### config.mk
export PLATFORM = sky130hd
export DESIGN_NAME = writeback_stage
export DESIGN_NICKNAME = d
export VERILOG_FILES = /design/src/rtl/writeback_stage.sv
export SDC_FILE = /design/constraint.sdc
export NUM_CORES = 1
export LEC_CHECK = 0
export ABC_AREA = 1
export BUFFER_PORTS_ARGS = -buffer_cell sky130_fd_sc_hd__buf_2
export CORE_MARGIN = 3
export CORE_UTILIZATION = 46
export CTS_CLUSTER_SIZE = 10
export DETAILED_ROUTE_END_ITERATION = 10
export PLACE_DENSITY = 0.87
export SYNTH_ARGS = -nofsm -noshare
export SYNTH_HDL_FRONTEND = slang
export SYNTH_SLANG_ARGS = --single-unit
### constraint.sdc
create_clock -name clk -period 2.9 [get_ports clk]
set_clock_uncertainty 0.15 [all_clocks]
set_input_delay 0.435 -clock clk [delete_from_list [all_inputs] [get_ports clk]]
set_output_delay 0.435 -clock clk [all_outputs]
set_load 0.05 [all_outputs]
### src/rtl/writeback_stage.sv
// writeback_stage: MEM/WB register with sub-word load extraction, result select, int/FP write routing; retire counter under `WB_INSTRET_EN`.
// Latency: one cycle, M-side inputs appear on the registered W outputs after the next rising edge.
// Backpressure: StallW holds every output bit-exact and drops M inputs; FlushW loads a bubble and beats StallW.
module writeback_stage #(
    parameter int XLEN = 32
) (
    input  logic            clk,
    input  logic            rst,
    input  logic            StallW,
    input  logic            FlushW,
    input  logic            ValidM,
    input  logic            RegWriteM,
    input  logic            isFPUM,
    input  logic [1:0]      ResultSrcM,
    input  logic [2:0]      LoadTypeM,
    input  logic [XLEN-1:0] ALU_ResultM,
    input  logic [XLEN-1:0] ReadDataM,
    input  logic [XLEN-1:0] PCPlus4M,
    input  logic [4:0]      RdM,
    output logic            ValidW,
    output logic            RegWriteW,
    output logic            FRegWriteW,
    output logic [4:0]      RdW,
    output logic [XLEN-1:0] ResultW,
    output logic [63:0]     InstRetW
);

    typedef struct packed {
        logic            valid;
        logic            regWrite;
        logic            fRegWrite;
        logic [4:0]      rd;
        logic [XLEN-1:0] result;
    } wbReg_t;

    logic [7:0]      loadByte;
    logic [15:0]     loadHalf;
    logic [XLEN-1:0] loadData;
    logic [XLEN-1:0] resultM;
    wbReg_t          wbNext;
    wbReg_t          wbQ;

    // Byte lane from addr[1:0], half lane from addr[1]; addr[0] is ignored for halves.
    always_comb begin
        case (ALU_ResultM[1:0])
            2'd0:    loadByte = ReadDataM[7:0];
            2'd1:    loadByte = ReadDataM[15:8];
            2'd2:    loadByte = ReadDataM[23:16];
            default: loadByte = ReadDataM[31:24];
        endcase
        loadHalf = ALU_ResultM[1] ? ReadDataM[31:16] : ReadDataM[15:0];
    end

    // FP loads are always full-word (flw); reserved funct3 codes fall back to LW.
    always_comb begin
        loadData = ReadDataM;
        if (!isFPUM) begin
            case (LoadTypeM)
                3'b000:  loadData = {{(XLEN-8){loadByte[7]}}, loadByte};
                3'b001:  loadData = {{(XLEN-16){loadHalf[15]}}, loadHalf};
                3'b100:  loadData = {{(XLEN-8){1'b0}}, loadByte};
                3'b101:  loadData = {{(XLEN-16){1'b0}}, loadHalf};
                default: loadData = ReadDataM;
            endcase
        end
    end

    always_comb begin
        case (ResultSrcM)
            2'b01:   resultM = loadData;
            2'b10:   resultM = PCPlus4M;
            default: resultM = ALU_ResultM;
        endcase
    end

    always_comb begin
        wbNext           = '0;
        wbNext.valid     = ValidM;
        wbNext.regWrite  = RegWriteM & ValidM & ~isFPUM & (RdM != 5'd0);
        wbNext.fRegWrite = RegWriteM & ValidM & isFPUM;
        wbNext.rd        = RdM;
        wbNext.result    = resultM;
    end

    always_ff @(posedge clk) begin
        if (rst) begin
            wbQ <= '0;
        end else if (FlushW) begin
            wbQ <= '0;
        end else if (!StallW) begin
            wbQ <= wbNext;
        end
    end

    assign ValidW     = wbQ.valid;
    assign RegWriteW  = wbQ.regWrite;
    assign FRegWriteW = wbQ.fRegWrite;
    assign RdW        = wbQ.rd;
    assign ResultW    = wbQ.result;

`ifdef WB_INSTRET_EN
    logic [63:0] instRetQ;

    // Counts only edges that actually load a real instruction into W.
    always_ff @(posedge clk) begin
        if (rst) begin
            instRetQ <= '0;
        end else if (!FlushW && !StallW && ValidM) begin
            instRetQ <= instRetQ + 64'd1;
        end
    end

    assign InstRetW = instRetQ;
`else
    assign InstRetW = 64'h0;
`endif

endmodule
==> impl_metrics.yaml <==
worst_setup_path:
  reg2reg_setup_slack_ns: 2.00
  crit_fanout: 20
  cp_num_buf_inv: 2
  cp.arrival_ns: 1.87
  end_kind: "flop"
  slowest_delay_ns: 0.33
  endpoint: "ResultW[9]"
  reg2reg_to: "FRegWriteW"
  reg2reg_depth: 2
  cp.depth: 9
  path_cells: "buf_2, inv_2, nand3_1, nand4_1, o211ai_1, nand2_1, nand2_1, nand2_1, a21oi_1"
  startpoint_type: "input port"
  cpLargestDelayFamily: "simple AND/OR/NAND/NOR gates"
  worstPathRequired_ns: 2.98
  critPathMostFrequentCell: "nand2_1"
  critPathLaunch: "ALU_ResultM[1]"
  cp_slowest_cell: "nand4_1"
  crit_type: "in2reg"
  timing.rr.start: "FRegWriteW"
timing:
  fin_crit_ns: 1.80
  fmax_ghz: 0.557
  setup_viol: 0
  fin_hold_ws_ns: 0.243
  slew_violations: 0
  relSlewSlack_pct: 64.5
  final.setup.tns_ns: 0
  report.final.hold_viol_count: 0
  fin_crit_sh_pct: 61.9
  worstMarginPinSlew_ns: 0.532
  rsz0062_at_grt: "no"
cells_and_area:
  fill_cells: 727
  nets: 758
  fin_area_sq_mm: 0.00393
  layout-drive-gt1-share_pct: 34.5
  area_delta_synth_final_pct: 20.1
  diodes: 0
  final_core_util_pct: 57.5
pwr:
  p_leak_nw: 2.11
  p_total_mw: 1.74
  irDropWorstVdd_mv: 0.280
  powerDensity_mw_per_mm2: 442
die:
  dieArea_sq_mm: 0.00816
  initial_core_util_pct: 47.9
  pin_count: 217
  fp.dieH_um: 90.4
  num_rows: 30
  die_w_um: 90.4
  core_sq_mm: 0.00683
placement:
  place_congestion: 0.948
  dp_hpwl_um: 8470
  placed_area_sq_mm: 0.00382
  port_buffers: 152
yosys:
  synth_top_area_share_pct: 24.5
  ys_seq_area_share_pct: 24.5
  synthArstFlopShare_pct: 0
  synth_top_area_cell: "dfxtp_1"
  synth_edf_count: 0
  synth_cell_types: 32
  postSynthCellCount: 509
  synth_seq_cells: 40
  synth.cells.most_frequent: "136 x nand2_1, 68 x a21oi_1, 65 x buf_4"
  synth_area_per_cell_sq_um: 6.43
  yosysWarningCount: 0
  synth_ff_type: "dfxtp_1"
  synthTopCellsByArea: "dfxtp_1 24%, nand2_1 16%, buf_4 15%, a21oi_1 10%, o21ai_0 7.6%"
  synth.cell_area_sq_mm: 0.00327
  synth.most_common_cell: "nand2_1"
detailed_routing:
  viasPerCell: 4.86
  wl_per_cell_um: 14.3
  drt_wl_total_um: 10600
  firstDrtPassIters: 4
  drt_iter0_markers: 192
  drc: 0
  via_count: 3600
  ant_nets: 0
grt:
  grtUsageTotal_pct: 24.7
  grt_pass1_vias: 3277
  overflow: 0
  antenna_found_initial: 0
  grt_max_degree: 39
  grt_pass1_wl_um: 16500
flow_run:
  drv_cap: 0
clock_tree:
  htree_levels: 2
  cts_buffer_depth: 2
  cts_buffers: 5
  root_buffer: "clkbuf_8"
  cts_hold_buffers: 0
  clock_sinks: 40
  cts_tree: "built"
  clk_latency_ns: 0.29
  post_cts_buffers: 0
  clk_transition_reported_paths_ns: 0.08
  cts_resized: 0
hold_path:
  min_path_type: "in2reg"
  min_from: "RdM[0]"
outcome:
  status: "finished, final reports clean"
[how the worst min path moves through the flow]
| stage | slack, ns | depth (start not counted) | to |
|---|---|---|---|
| after floorplan | 0.43 | 2 | RdW[0] |
| after global placement | 0.30 | 2 | RdW[1] |
| after detailed placement | 0.32 | 2 | RdW[3] |
| after CTS | 0.24 | 3 | RdW[0] |
| after global routing | 0.25 | 3 | RdW[2] |
| final | 0.24 | 3 | RdW[0] |
[area by class of cell]
class | instances | area [sq um] | area share, %
Sequential cell | 40 | 801 | 20.4
Timing Repair Buffer | 159 | 826 | 21.0
Clock inverter | 3 | 42.5 | 1.08
Tap cell | 96 | 120 | 3.06
Clock buffer | 5 | 68.8 | 1.75
Inverter | 17 | 66.3 | 1.69
Multi-Input combinational cell | 420 | 2010 | 51.1
[cells by family after synthesis]
group                      synth area share, %
buffers and inverters                     21.5
DFF                                       24.5
adders and majority gates                0.764
and+or+nand+nor                           26.6
AOI/OAI and AO/OA                         26.5
other                                    0.115
[power by group]
part	leakage, nW	internal [mW]	switching [mW]
Combinational	1.73	0.180	0.517
Clock	0.0541	0.255	0.200
Sequential	0.327	0.574	0.0117
[layer usage]
layer / vias to the layer above / global-route usage (%) / wire, um
met5: - / 0 / 0
met4: 0 / 8.04 / 194
met3: 14 / 5.50 / 927
met2: 194 / 42.6 / 5170
met1: 1579 / 30.4 / 4280
li1: 1813 / - / -
[registers in the layout (all words and copies together) (netlist names)]
signal	count
ResultW	32
RegWriteW	1
RdW	5
FRegWriteW	1
ValidW	1
[worst register-to-register path, stage by stage, from the launching register on]
cell and delay, ns:
dfxtp_1 0.32, o21ai_0 0.23, a21oi_1 0.07
[stage by stage]
step | setup slack [ns] | std cells
3_3_place_gp | 0.800 | 732
5_1_grt | 0.929 | 740
4_1_cts | 1.10 | 740
3_5_place_dp | 0.795 | 732
2_1_floorplan | 1.23 | 572
6_report | 1.10 | 740
[cell usage in the layout, fill, tap and decap left out, drive strengths merged, types with 12 or more instances in the layout]
master / Yosys / routed
inv: 17 / 17
a21oi: 79 / 79
or2: 22 / 22
nand2: 148 / 148
dfxtp: 40 / 40
o211ai: 12 / 12
nor2: 20 / 20
conb: 1 / 64
o21ai: 58 / 58
buf: 76 / 159
Power figures use the tool's default switching activity.
